`src/rtl/offset_cal_ctrl.sv`:
```
//============================================================================
// Module      : offset_cal_ctrl
// Description : Closed-loop offset calibration sequencer for the two-channel
//               gain_control stage. Drives both offset controls, measures the
//               mean of each channel over a fixed window and corrects each
//               offset until both means sit within tolerance of a target code.
// Revision    : 1.0  initial release
//============================================================================
`timescale 1ns/1ps
`default_nettype none

module offset_cal_ctrl #(
    parameter int                 LOG2_NSAMP    = 10,
    parameter int                 SETTLE_CYCLES = 16,
    parameter int                 MAX_ITER      = 8,
    parameter logic signed [15:0] TARGET        = 16'sd0,
    parameter int                 TOL           = 2
) (
    input  logic               clk,
    input  logic               rst_i,
    input  logic               start_i,
    input  logic               abort_i,
    input  logic signed [15:0] host_offset_1_i,
    input  logic signed [15:0] host_offset_2_i,
    input  logic signed [15:0] y0_i,
    input  logic signed [15:0] y0z_i,
    input  logic signed [15:0] y1_i,
    input  logic signed [15:0] y1z_i,
    output logic signed [15:0] offset_control_1_o,
    output logic signed [15:0] offset_control_2_o,
    output logic signed [15:0] mean_1_o,
    output logic signed [15:0] mean_2_o,
    output logic [3:0]         iter_o,
    output logic               busy_o,
    output logic               done_o,
    output logic               fail_o
);

    // Two 16-bit samples per cycle over 2^LOG2_NSAMP cycles: 17+LOG2_NSAMP
    // bits hold the worst-case sum without overflow.
    localparam int                    ACC_W      = 17 + LOG2_NSAMP;
    localparam logic [7:0]            C_SETTLE   = 8'(SETTLE_CYCLES);
    localparam logic [3:0]            C_MAX_ITER = 4'(MAX_ITER);
    localparam logic [16:0]           C_TOL      = 17'(TOL);
    localparam logic [LOG2_NSAMP-1:0] C_ACC_LAST = '1;

    typedef enum logic [1:0] {
        S_IDLE   = 2'd0,
        S_SETTLE = 2'd1,
        S_ACCUM  = 2'd2,
        S_EVAL   = 2'd3
    } state_t;

    state_t                  r_state;
    logic [7:0]              r_settle_cnt;
    logic [LOG2_NSAMP-1:0]   r_acc_cnt;
    logic signed [ACC_W-1:0] r_acc_1;
    logic signed [ACC_W-1:0] r_acc_2;

    logic signed [ACC_W-1:0] w_samp_1;
    logic signed [ACC_W-1:0] w_samp_2;
    logic signed [15:0]      w_mean_1;
    logic signed [15:0]      w_mean_2;
    logic signed [16:0]      w_err_1;
    logic signed [16:0]      w_err_2;
    logic                    w_conv_1;
    logic                    w_conv_2;
    logic signed [15:0]      w_next_off_1;
    logic signed [15:0]      w_next_off_2;
    logic [3:0]              w_iter_next;

    // err = TARGET - mean, widened to 17 bits so it can never wrap
    function automatic logic signed [16:0] f_err(input logic signed [15:0] mean);
        logic [16:0] diff;
        diff = {TARGET[15], TARGET} - {mean[15], mean};
        return diff;
    endfunction

    // A channel is converged when |err| does not exceed the tolerance
    function automatic logic f_conv(input logic signed [16:0] err);
        logic [16:0] mag;
        mag = err[16] ? (17'd0 - err) : err;
        return (mag <= C_TOL);
    endfunction

    // offset + err, clamped to the signed 16-bit range instead of wrapping
    function automatic logic signed [15:0] f_sat_add(input logic signed [15:0] off,
                                                     input logic signed [16:0] err);
        logic [17:0] sum;
        sum = {{2{off[15]}}, off} + {err[16], err};
        if ((sum[17:15] == 3'b000) || (sum[17:15] == 3'b111)) begin
            return sum[15:0];
        end else if (sum[17]) begin
            return 16'h8000;
        end else begin
            return 16'h7FFF;
        end
    endfunction

    // Per-cycle sample pair sums and end-of-window evaluation terms
    always_comb begin
        w_samp_1 = {{(ACC_W-16){y0_i[15]}}, y0_i} + {{(ACC_W-16){y0z_i[15]}}, y0z_i};
        w_samp_2 = {{(ACC_W-16){y1_i[15]}}, y1_i} + {{(ACC_W-16){y1z_i[15]}}, y1z_i};
        // Arithmetic shift by LOG2_NSAMP+1 keeping the low 16 bits is just
        // this slice of the accumulator.
        w_mean_1 = r_acc_1[LOG2_NSAMP+16:LOG2_NSAMP+1];
        w_mean_2 = r_acc_2[LOG2_NSAMP+16:LOG2_NSAMP+1];
        w_err_1  = f_err(w_mean_1);
        w_err_2  = f_err(w_mean_2);
        w_conv_1 = f_conv(w_err_1);
        w_conv_2 = f_conv(w_err_2);
        w_next_off_1 = w_conv_1 ? offset_control_1_o : f_sat_add(offset_control_1_o, w_err_1);
        w_next_off_2 = w_conv_2 ? offset_control_2_o : f_sat_add(offset_control_2_o, w_err_2);
        w_iter_next  = iter_o + 4'd1;
    end

    // Calibration sequencer: state, counters, accumulators and all outputs
    always_ff @(posedge clk) begin
        if (rst_i) begin
            r_state            <= S_IDLE;
            r_settle_cnt       <= 8'd0;
            r_acc_cnt          <= '0;
            r_acc_1            <= '0;
            r_acc_2            <= '0;
            offset_control_1_o <= 16'sd0;
            offset_control_2_o <= 16'sd0;
            mean_1_o           <= 16'sd0;
            mean_2_o           <= 16'sd0;
            iter_o             <= 4'd0;
            busy_o             <= 1'b0;
            done_o             <= 1'b0;
            fail_o             <= 1'b0;
        end else begin
            done_o <= 1'b0;
            if ((r_state != S_IDLE) && abort_i) begin
                // Abort freezes offsets, means, iteration count and fail flag
                r_state <= S_IDLE;
                busy_o  <= 1'b0;
            end else begin
                case (r_state)
                    S_IDLE: begin
                        if (start_i && !abort_i) begin
                            offset_control_1_o <= host_offset_1_i;
                            offset_control_2_o <= host_offset_2_i;
                            iter_o             <= 4'd0;
                            fail_o             <= 1'b0;
                            r_acc_1            <= '0;
                            r_acc_2            <= '0;
                            r_settle_cnt       <= C_SETTLE;
                            busy_o             <= 1'b1;
                            r_state            <= S_SETTLE;
                        end
                    end
                    S_SETTLE: begin
                        // Samples seen here reflect the old offset and are dropped
                        if (r_settle_cnt == 8'd1) begin
                            r_acc_1   <= '0;
                            r_acc_2   <= '0;
                            r_acc_cnt <= '0;
                            r_state   <= S_ACCUM;
                        end else begin
                            r_settle_cnt <= r_settle_cnt - 8'd1;
                        end
                    end
                    S_ACCUM: begin
                        r_acc_1   <= r_acc_1 + w_samp_1;
                        r_acc_2   <= r_acc_2 + w_samp_2;
                        r_acc_cnt <= r_acc_cnt + 1'b1;
                        if (r_acc_cnt == C_ACC_LAST) begin
                            r_state <= S_EVAL;
                        end
                    end
                    S_EVAL: begin
                        mean_1_o           <= w_mean_1;
                        mean_2_o           <= w_mean_2;
                        offset_control_1_o <= w_next_off_1;
                        offset_control_2_o <= w_next_off_2;
                        iter_o             <= w_iter_next;
                        if (w_conv_1 && w_conv_2) begin
                            r_state <= S_IDLE;
                            busy_o  <= 1'b0;
                            done_o  <= 1'b1;
                        end else if (w_iter_next == C_MAX_ITER) begin
                            r_state <= S_IDLE;
                            busy_o  <= 1'b0;
                            done_o  <= 1'b1;
                            fail_o  <= 1'b1;
                        end else begin
                            r_settle_cnt <= C_SETTLE;
                            r_state      <= S_SETTLE;
                        end
                    end
                    default: begin
                        r_state <= S_IDLE;
                        busy_o  <= 1'b0;
                    end
                endcase
            end
        end
    end

endmodule

`default_nettype wire

```
`config.mk`:
```
export PLATFORM = sky130hd
export DESIGN_NAME = offset_cal_ctrl
export DESIGN_NICKNAME = d
export VERILOG_FILES = /design/src/rtl/offset_cal_ctrl.sv
export SDC_FILE = /design/constraint.sdc
export NUM_CORES = 1
export LEC_CHECK = 0
export CAP_MARGIN = 15
export CELL_PAD_IN_SITES_DETAIL_PLACEMENT = 0
export CELL_PAD_IN_SITES_GLOBAL_PLACEMENT = 1
export CORE_MARGIN = 5
export CORE_UTILIZATION = 40
export CTS_CLUSTER_SIZE = 20
export DETAILED_ROUTE_END_ITERATION = 6
export PLACE_DENSITY_LB_ADDON = 0.1
export SLEW_MARGIN = 20
export SYNTH_ARGS = -nofsm -noshare
export SYNTH_HDL_FRONTEND = slang
export SYNTH_SLANG_ARGS = --single-unit
```
`constraint.sdc`:
```
create_clock -name clk -period 6 [get_ports clk]
set_clock_uncertainty 0.05 [all_clocks]
set_input_delay 0.6 -clock clk [delete_from_list [all_inputs] [get_ports clk]]
set_output_delay 0.6 -clock clk [all_outputs]
set_load 0.01 [all_outputs]
```
==> results of run 1 <==
==> layout make-up <==
| cell class | instances | share of cell area [%] |
|---|---|---|
| Timing Repair Buffer | 192 | 11.9 |
| Tap cell | 442 | 3.52 |
| Clock inverter | 10 | 0.867 |
| Clock buffer | 19 | 2.88 |
| Sequential cell | 145 | 18.5 |
| Inverter | 55 | 1.31 |
| Multi-Input combinational cell | 1339 | 61.1 |
==> Yosys cell counts (8+ instances only) <==
master	instances
o211ai_1	22
and2_1	15
fa_1	56
and3_1	13
or3_1	24
a22oi_1	23
clkbuf_1	62
nor2b_1	18
nand4_1	10
buf_4	8
a21o_1	38
nor2_1	141
o22ai_1	23
a32o_1	23
nand3_1	46
dfxtp_1	145
nand2b_1	20
nor3_1	32
mux2i_1	9
nor4_1	18
inv_1	54
a21oi_1	127
o31ai_1	8
xnor2_1	64
o21bai_1	11
or2_2	29
ha_1	99
o21ai_0	74
o21a_1	19
xor2_1	39
or4_1	10
nand2_1	167
a31oi_1	19
a211oi_1	18
==> layer usage <==
metal	GRT usage (%)	part of all wire, %
met1	27.5	46
met2	35.9	48
met3	3.52	3.9
met4	6.08	2.2
met5	0	0
==> flip-flops by register name (all words and copies together) (netlist names) <==
| register | flops |
|---|---|
| iter_o | 4 |
| offset_control_1_o | 16 |
| r_state | 2 |
| r_acc_2 | 27 |
| busy_o | 1 |
| fail_o | 1 |
| mean_1_o | 16 |
| r_settle_cnt | 8 |
| r_acc_cnt | 10 |
| mean_2_o | 16 |
| offset_control_2_o | 16 |
| done_o | 1 |
| r_acc_1 | 27 |
==> through the flow <==
step                      instances  setup slack, ps  cell area [sq um]  power [mW]
final                          2202              732              15700        4.83
after global routing           2202              372              15700        5.19
after CTS                      2202              789              15700        4.87
after detailed placement       2173              845              15100        3.73
after global placement         2173              914              15100        3.72
after floorplan                1621             1330              13100        3.01
==> worst register-to-register path, stage by stage, from the launching register on <==
cell	delay, ps
dfxtp_1	420
inv_1	100
ha_1	400
or4b_1	710
or4_1	560
and2_1	230
ha_1	350
a21o_1	200
a21oi_1	300
o21a_1	220
a21oi_1	120
nor3_1	390
nand3_1	130
a31oi_1	190
o21ai_1	110
nor2_1	450
a2111oi_0	190
==> final timing paths <==
| kind | endpoint | from | slack [ps] |
|---|---|---|---|
| setup / recovery | offset_control_1_o[2]$_SDFFE_PP0P_ | r_acc_1[12]$_SDFFE_PP0P_ | 730 |
| hold / removal | mean_2_o[6]$_SDFFE_PP0P_ | mean_2_o[6]$_SDFFE_PP0P_ | 400 |
| setup reg to reg | offset_control_1_o[2]$_SDFFE_PP0P_ | r_acc_1[12]$_SDFFE_PP0P_ | 730 |
| hold reg to reg | mean_2_o[6]$_SDFFE_PP0P_ | mean_2_o[6]$_SDFFE_PP0P_ | 400 |
==> power by group through the flow <==
stage	logic [mW]	clock network [mW]	registers (mW)
after detailed placement	2.57	0	1.16
after CTS	2.58	1.15	1.14
after floorplan	1.87	0	1.14
final	2.58	1.11	1.14
after global placement	2.56	0	1.17
after global routing	2.85	1.19	1.15
==> cell families (layout without fill, tap and decap cells) <==
kind of cell,count (synthesis),in the layout,share of synthesized area (%)
buf+inv,137,276,4.38
mux,9,9,0.689
compound gates,493,493,25.9
xor+xnor,103,103,6.90
flops,145,145,22.2
fa+ha+maj,155,155,18.0
simple gates,579,579,21.9
==> cell usage in the layout (no fill, tap or decap), types with 32 or more instances in the layout <==
cell,Yosys,layout
dfxtp_1,145,145
xor2_1,39,39
nor3_1,32,32
xnor2_1,64,64
clkdlybuf4s50_1,0,169
nand2_1,167,167
o21ai_0,74,74
nor2_1,141,139
nand3_1,46,46
inv_1,54,54
a21oi_1,127,127
ha_1,99,99
fa_1,56,56
a21o_1,38,38
==> results.cfg, run 1 <==
[status]
status = completed

[global_routing]
grt_pass1_vias = 12200
grt_max_degree = 58
grt_overflow_total = 0
grt_usage_pct = 21.0
grt_pass1_wl_um = 63100
antenna_found_initial = 0

[pwr]
p_per_area_nw_per_um2 = 307
ir_drop_uv = 215
swShare_pct = 42.2
p_seq_share_pct = 23.6
p_leak_nw = 6.29
clkPwrFrac_pct = 23.0
power.net_switching_mw = 2.04
p_comb_share_pct = 53.4
internal_power_mw = 2.79

[sta]
period_minus_slack_ps = 5270
finalHoldViolCount = 0
worstMarginPinSlew_ps = 900
hold_ws_ps = 401
tns_ps = 0
grt_setup_unrepaired = false
final_max_slew_viol_count = 0
setup_violations = 0
fmax_mhz = 190
fin_crit_sh_pct = 87.8
slew_headroom_pct = 39.8

[clock_network]
postCtsResizedCells = 0
cts_num_sinks = 145
root_buffer = clkbuf_16
path_clk_slew_ps = 60
clk_path_buf_depth = 2
cts_setup_buffers = 0
cts_tree = done
cts_hold_buf = 0
ctsHtreeMaxLevel = 4
clk_latency_ps = 440
numCtsBuffers = 17

[final_layout]
multi_input_area_sq_um = 9610
fill_cells = 3278
diodes = 0
syn_to_final_growth_pct = 20.2
final_util_pct = 48.5
register_area_sq_um = 2900
layout-drive-gt1-share_pct = 5.85
nNetsFinal = 2005

[synth]
synth_flop_cell = dfxtp_1
synth_seq_cells = 145
async_flop_share_pct = 0
synth_top_area_share_pct = 22.2
seq_area_frac_synth_pct = 22.2
syn_area_sq_um = 13100
synthTopCellsByArea = dfxtp_1 (22%), ha_1 (9.5%), fa_1 (8.6%), a21oi_1 (4.9%), nand2_1 (4.8%)
synth_nets = 1876
synth-edff-count = 0
synth_cell_types = 88
syn_inst = 1621
avgSynthCellArea_sq_um = 8.07
synth_top_area_cell = dfxtp_1
yosys_warnings = 0

[worst_setup_path]
worstRegToRegCells = 16
path_class = flop to flop
crit_path_end_kind = flop
path_depth = 16
cpPeakStageDelay_ps = 710
critical_path_buf_inv_count = 1
crit_chain = inv_1, ha_1, or4b_1, or4_1, and2_1, ha_1, a21o_1, a21oi_1, o21a_1, a21oi_1, nor3_1, nand3_1, a31oi_1, o21ai_1, nor2_1, a2111oi_0
path_delay_family = simple AND/OR/NAND/NOR gates
crit_slowest_cell = or4b_1
arrival_ps = 5500
critPathLaunchType = flop
crit_required_ps = 6230
path_max_fanout = 13

[floorplan]
die_h_um = 191
ioPinCount = 171
start_util_pct = 40.3
core_sq_um = 32500
die_x_um = 191
dieArea_sq_um = 36400
row_count = 66

[drt]
drt_iter0_markers = 787
dr.pass1.iters = 5
wl_per_cell_um = 17.5
vias = 12500
drc = 0
antenna_left = 0
drt-total-wl_um = 38600
via_per_inst = 5.68

[place]
globalplace.congestion = 0.868
dp_hpwl_um = 29100
io_buffers = 170

[min_path]
hold_depth = 2
holdCritPathClass = flop to flop

[run]
cap_viol_max_count = 0
Note: power is estimated with default switching activity, not from simulation.
==> run 2, diff against run 1 <==
--- a/config.mk
+++ b/config.mk
@@ -9,7 +9,7 @@
 export CELL_PAD_IN_SITES_DETAIL_PLACEMENT = 0
 export CELL_PAD_IN_SITES_GLOBAL_PLACEMENT = 1
 export CORE_MARGIN = 5
-export CORE_UTILIZATION = 40
+export CORE_UTILIZATION = 43
 export CTS_CLUSTER_SIZE = 20
 export DETAILED_ROUTE_END_ITERATION = 6
 export PLACE_DENSITY_LB_ADDON = 0.1
==> run 2 against run 1 <==
Clock power about the same. Count of clock-buffer cells in the layout unchanged. First-iteration DRC count increased by 12%. Sequential power about the same. Wire length decreased by 1.7%. Hold slack improved by 1.0 ps. Largest power group unchanged.
==> results.cfg, run 2 (synthesis results as in run 1) <==
[worst_setup_path]
crit_path_end_kind = flop
crit_chain = buf_4, inv_1, ha_1, or4b_1, or4_1, and2_1, ha_1, a21o_1, a21oi_1, o21a_1, a21oi_1, nor3_1, nand3_1, a31oi_1, o21ai_1, nor2_1, a2111oi_0
path_class = flop to flop
crit_slowest_cell = or4b_1
path_max_fanout = 15
cpPeakStageDelay_ps = 700
crit_required_ps = 6230
arrival_ps = 5470
critPathLaunchType = flop

[drt]
wl_met1_um = 17300
vias = 12500
wl_met2_um = 18600
wl_per_cell_um = 17.6
drt-total-wl_um = 38000
via_per_inst = 5.78
drc = 0
topRoutingLayerUsed = met4
wl_met3_um = 1480
drt_iter0_markers = 885
antenna_left = 0
dr.pass1.iters = 6

[place]
dp_hpwl_um = 28300
placedCellCount = 2121
io_buffers = 170
globalplace.congestion = 0.927

[floorplan]
dieArea_sq_um = 34000
die_h_um = 184
die_x_um = 184
core_sq_um = 29900
ioPinCount = 171
start_util_pct = 43.8
row_count = 63

[sta]
worstMarginPinSlew_ps = 887
setup_violations = 0
finalHoldViolCount = 0
slew_headroom_pct = 40.7
fmax_mhz = 191
final_max_slew_viol_count = 0
grt_setup_unrepaired = false
tns_ps = 0
fin_crit_sh_pct = 87.2
period_minus_slack_ps = 5230

[global_routing]
antenna_found_initial = 0
grt_pass1_vias = 11900
grt_overflow_total = 0
grt_pass1_wl_um = 61200
grt_usage_pct = 21.7
grt_max_degree = 61

[final_layout]
reg.largest.list = r_acc_1 (27), r_acc_2 (27)
mostFrequentLayoutCells = clkdlybuf4s50_1 (169), nand2_1 (167), dfxtp_1 (145), nor2_1 (139), a21oi_1 (127)
layout-drive-gt1-share_pct = 5.96
nNetsFinal = 2005
diodes = 0
fin_cells = 2153
syn_to_final_growth_pct = 19.8
fill_cells = 2881
final_common_cell = clkdlybuf4s50_1

[run]
cap_viol_max_count = 0

[clock_network]
ctsHtreeMaxLevel = 4
cts_tree = done
postCtsResizedCells = 0
cts_num_sinks = 145
cts_hold_buf = 0
root_buffer = clkbuf_16
cts_setup_buffers = 0
numCtsBuffers = 17
clk_path_buf_depth = 2
path_clk_slew_ps = 70
clk_latency_ps = 440

[status]
status = completed

[pwr]
p_leak_nw = 6.28
ir_drop_uv = 196
p_per_area_nw_per_um2 = 308

[min_path]
holdCritPathClass = flop to flop
## run 2: worst paths after layout
path	startpoint	end	slack, ps	depth (start not counted)
worst max-delay path	r_acc_1[11]$_SDFFE_PP0P_	offset_control_1_o[2]$_SDFFE_PP0P_	770	17
worst min-delay path	mean_2_o[8]$_SDFFE_PP0P_	mean_2_o[8]$_SDFFE_PP0P_	400	2
worst max register to register	r_acc_1[11]$_SDFFE_PP0P_	offset_control_1_o[2]$_SDFFE_PP0P_	770	17
worst min register to register	mean_2_o[8]$_SDFFE_PP0P_	mean_2_o[8]$_SDFFE_PP0P_	400	2
## run 2: routing by layer
metal  track usage, %  vias up
li1                 -     6195
met1             28.6     5933
met2             37.9      288
met3             3.12       37
met4             4.82        0
met5                0        -
## run 2: area by class of cell
class,instances,area [sq um],share of cell area [%]
multi-input combinational,1339,9610,61.3
sequential,145,2900,18.5
timing repair buffer,192,1860,11.9
tap,390,488,3.11
clock buffer,19,443,2.83
inverter,55,206,1.32
clock inverter,13,154,0.982
## run 2: worst max-delay path: cells and delay by family (launching register included)
kind                       cells  cell delay, ps
buffers and inverters          2             310
adders and majority gates      2             770
AOI/OAI and AO/OA              7            1260
and+or+nand+nor                6            2400
DFF                            1             300
## run 2: through the flow
| step | total power [mW] | hold WS, ps | cell area [sq um] | setup WS, ps | utilization [%] |
|---|---|---|---|---|---|
| 2_1_floorplan | 3.01 | 395 | 13100 | 1330 | - |
| 3_3_place_gp | 3.71 | 393 | 15100 | 960 | 50.5 |
| 3_5_place_dp | 3.72 | 398 | 15100 | 823 | 50.5 |
| 4_1_cts | 4.86 | 408 | 15700 | 809 | 52.4 |
| 5_1_grt | 5.16 | 426 | 15700 | 335 | 52.4 |
| 6_report | 4.83 | 402 | 15700 | 766 | 52.4 |
## run 2: power breakdown
part / internal (mW) / total (mW) / leakage (nW) / switching, mW
Clock: 0.633 / 1.11 / 0.279 / 0.480
Sequential: 1.04 / 1.14 / 1.17 / 0.100
Combinational: 1.08 / 2.58 / 4.83 / 1.49
==> run 3, diff against run 2 <==
--- a/config.mk
+++ b/config.mk
@@ -6,7 +6,7 @@
 export NUM_CORES = 1
 export LEC_CHECK = 0
 export CAP_MARGIN = 15
-export CELL_PAD_IN_SITES_DETAIL_PLACEMENT = 0
+export CELL_PAD_IN_SITES_DETAIL_PLACEMENT = 1
 export CELL_PAD_IN_SITES_GLOBAL_PLACEMENT = 1
 export CORE_MARGIN = 5
 export CORE_UTILIZATION = 43
==> run 3 against run 2 <==
Core utilization is 0.10 points higher. Power is 2.4% higher. Worst setup slack worse by 150 ps. Non-clock buffer count stayed put. Flip-flop and latch count stayed put. Wire length is 9.7% higher. Hold slack better by 3.2 ps. Largest cell class unchanged. Largest power group unchanged.
==> results.cfg, run 3 (synthesis results as in run 1) <==
[final_layout]
fin_cells = 2153
mostFrequentLayoutCells = clkdlybuf4s50_1 (169), nand2_1 (167), dfxtp_1 (145), nor2_1 (139), a21oi_1 (127)
reg.largest.list = r_acc_1 (27), r_acc_2 (27)
layout-drive-gt1-share_pct = 5.96
syn_to_final_growth_pct = 20.0
final_common_cell = clkdlybuf4s50_1
nNetsFinal = 2005
diodes = 0

[worst_setup_path]
critPathLaunchType = flop
crit_required_ps = 6280
path_max_fanout = 15
crit_path_end_kind = flop
critical_path_buf_inv_count = 3
path_delay_family = compound AO/OA/AOI/OAI gates
crit_chain = buf_4, inv_1, ha_1, or4b_1, or4_1, and2_1, ha_1, a21o_1, a21oi_1, o21ai_0, a211oi_1, nor3b_1, o211ai_1, a31oi_1, o21ai_1, buf_4, a21oi_1, o41ai_1
arrival_ps = 5660
path_class = flop to flop
crit_slowest_cell = or4b_1
cpPeakStageDelay_ps = 700

[sta]
slew_headroom_pct = 40.0
fmax_mhz = 186
period_minus_slack_ps = 5380
worstMarginPinSlew_ps = 897
final_max_slew_viol_count = 0
fin_crit_sh_pct = 89.7
tns_ps = 0
worst_slack_ps = 617
setup_violations = 0
grt_setup_unrepaired = false
finalHoldViolCount = 0

[place]
dp_hpwl_um = 31400
io_buffers = 170
post-place-ws_ps = 719
globalplace.congestion = 0.927
placedCellCount = 2121

[pwr]
internal_power_mw = 2.84
clkPwrFrac_pct = 23.8
p_leak_nw = 6.29
power.net_switching_mw = 2.11
swShare_pct = 42.6
p_seq_share_pct = 23.1
p_per_area_nw_per_um2 = 315
ir_drop_uv = 197
p_comb_share_pct = 53.0

[floorplan]
ioPinCount = 171
row_count = 63
die_h_um = 184
die_x_um = 184
start_util_pct = 43.8
dieArea_sq_um = 34000
core_sq_um = 29900

[clock_network]
path_clk_slew_ps = 70
cts_hold_buf = 0
cts_num_sinks = 145
ctsHtreeMaxLevel = 4
root_buffer = clkbuf_16
postCtsResizedCells = 0
numCtsBuffers = 17
clk_path_buf_depth = 2
cts_setup_buffers = 0
cts_tree = done
clk_latency_ps = 450

[global_routing]
grt_max_degree = 61
grt_pass1_wl_um = 67100
grt_pass1_vias = 13200
antenna_found_initial = 0
grt_usage_pct = 24.0
grt_overflow_total = 0

[drt]
drt-total-wl_um = 41700
drc = 0
vias = 12800
wl_per_cell_um = 19.4
dr.pass1.iters = 5
antenna_left = 0
via_per_inst = 5.94
drt_iter0_markers = 614

[min_path]
holdCritPathClass = flop to flop

[run]
cap_viol_max_count = 0

[status]
status = completed
==> run 3: cell count changes in the layout (fill, tap and decap cells not counted) <==
cell,previous run,this run
inv_8,1,0
inv_6,3,1
clkinvlp_4,4,6
bufinv_16,2,4
clkinv_2,0,2
clkinv_4,3,0
==> run 3: worst paths after layout <==
kind / startpoint / endpoint / slack [ps] / cells past startpoint
min reg2reg: mean_2_o[4]$_SDFFE_PP0P_ / mean_2_o[4]$_SDFFE_PP0P_ / 410 / 2
max: r_acc_1[11]$_SDFFE_PP0P_ / offset_control_1_o[6]$_SDFFE_PP0P_ / 620 / 18
min: mean_2_o[4]$_SDFFE_PP0P_ / mean_2_o[4]$_SDFFE_PP0P_ / 410 / 2
max reg2reg: r_acc_1[11]$_SDFFE_PP0P_ / offset_control_1_o[6]$_SDFFE_PP0P_ / 620 / 18
==> run 3: power groups by stage <==
stage          Sequential [mW]  Clock, mW  Combinational, mW
2_1_floorplan             1.14          0               1.87
3_3_place_gp              1.16          0               2.55
3_5_place_dp              1.16          0               2.60
4_1_cts                   1.14       1.20               2.63
5_1_grt                   1.15       1.24               2.88
6_report                  1.14       1.18               2.62
==> run 3: cell type report <==
type | instances | area [sq um]
Sequential cell | 145 | 2900
Inverter | 55 | 206
Fill cell | 3657 | 14200
Tap cell | 390 | 488
Multi-Input combinational cell | 1339 | 9610
Timing Repair Buffer | 192 | 1860
Clock buffer | 19 | 443
Clock inverter | 13 | 184
==> run 3: routing by layer <==
| metal | share of wire (%) | GRT usage (%) |
|---|---|---|
| met2 | 51 | 43.1 |
| met1 | 44 | 30.0 |
| met3 | 3.2 | 3.24 |
| met5 | 0 | 0 |
| met4 | 2.0 | 7.01 |
==> run 3: through the flow <==
step	cell area [sq um]	util, %	hold slack [ps]	power [mW]
floorplan	13100	-	395	3.01
global placement	15100	50.5	393	3.71
detailed placement	15100	50.5	401	3.77
CTS	15700	52.5	411	4.97
global route	15700	52.5	428	5.27
finish	15700	52.5	406	4.94
==> run 3: tightest hold or removal path, stage by stage, from the launching register on <==
cell and delay, ps:
dfxtp_1 310, nand2_1 50, a21oi_1 50
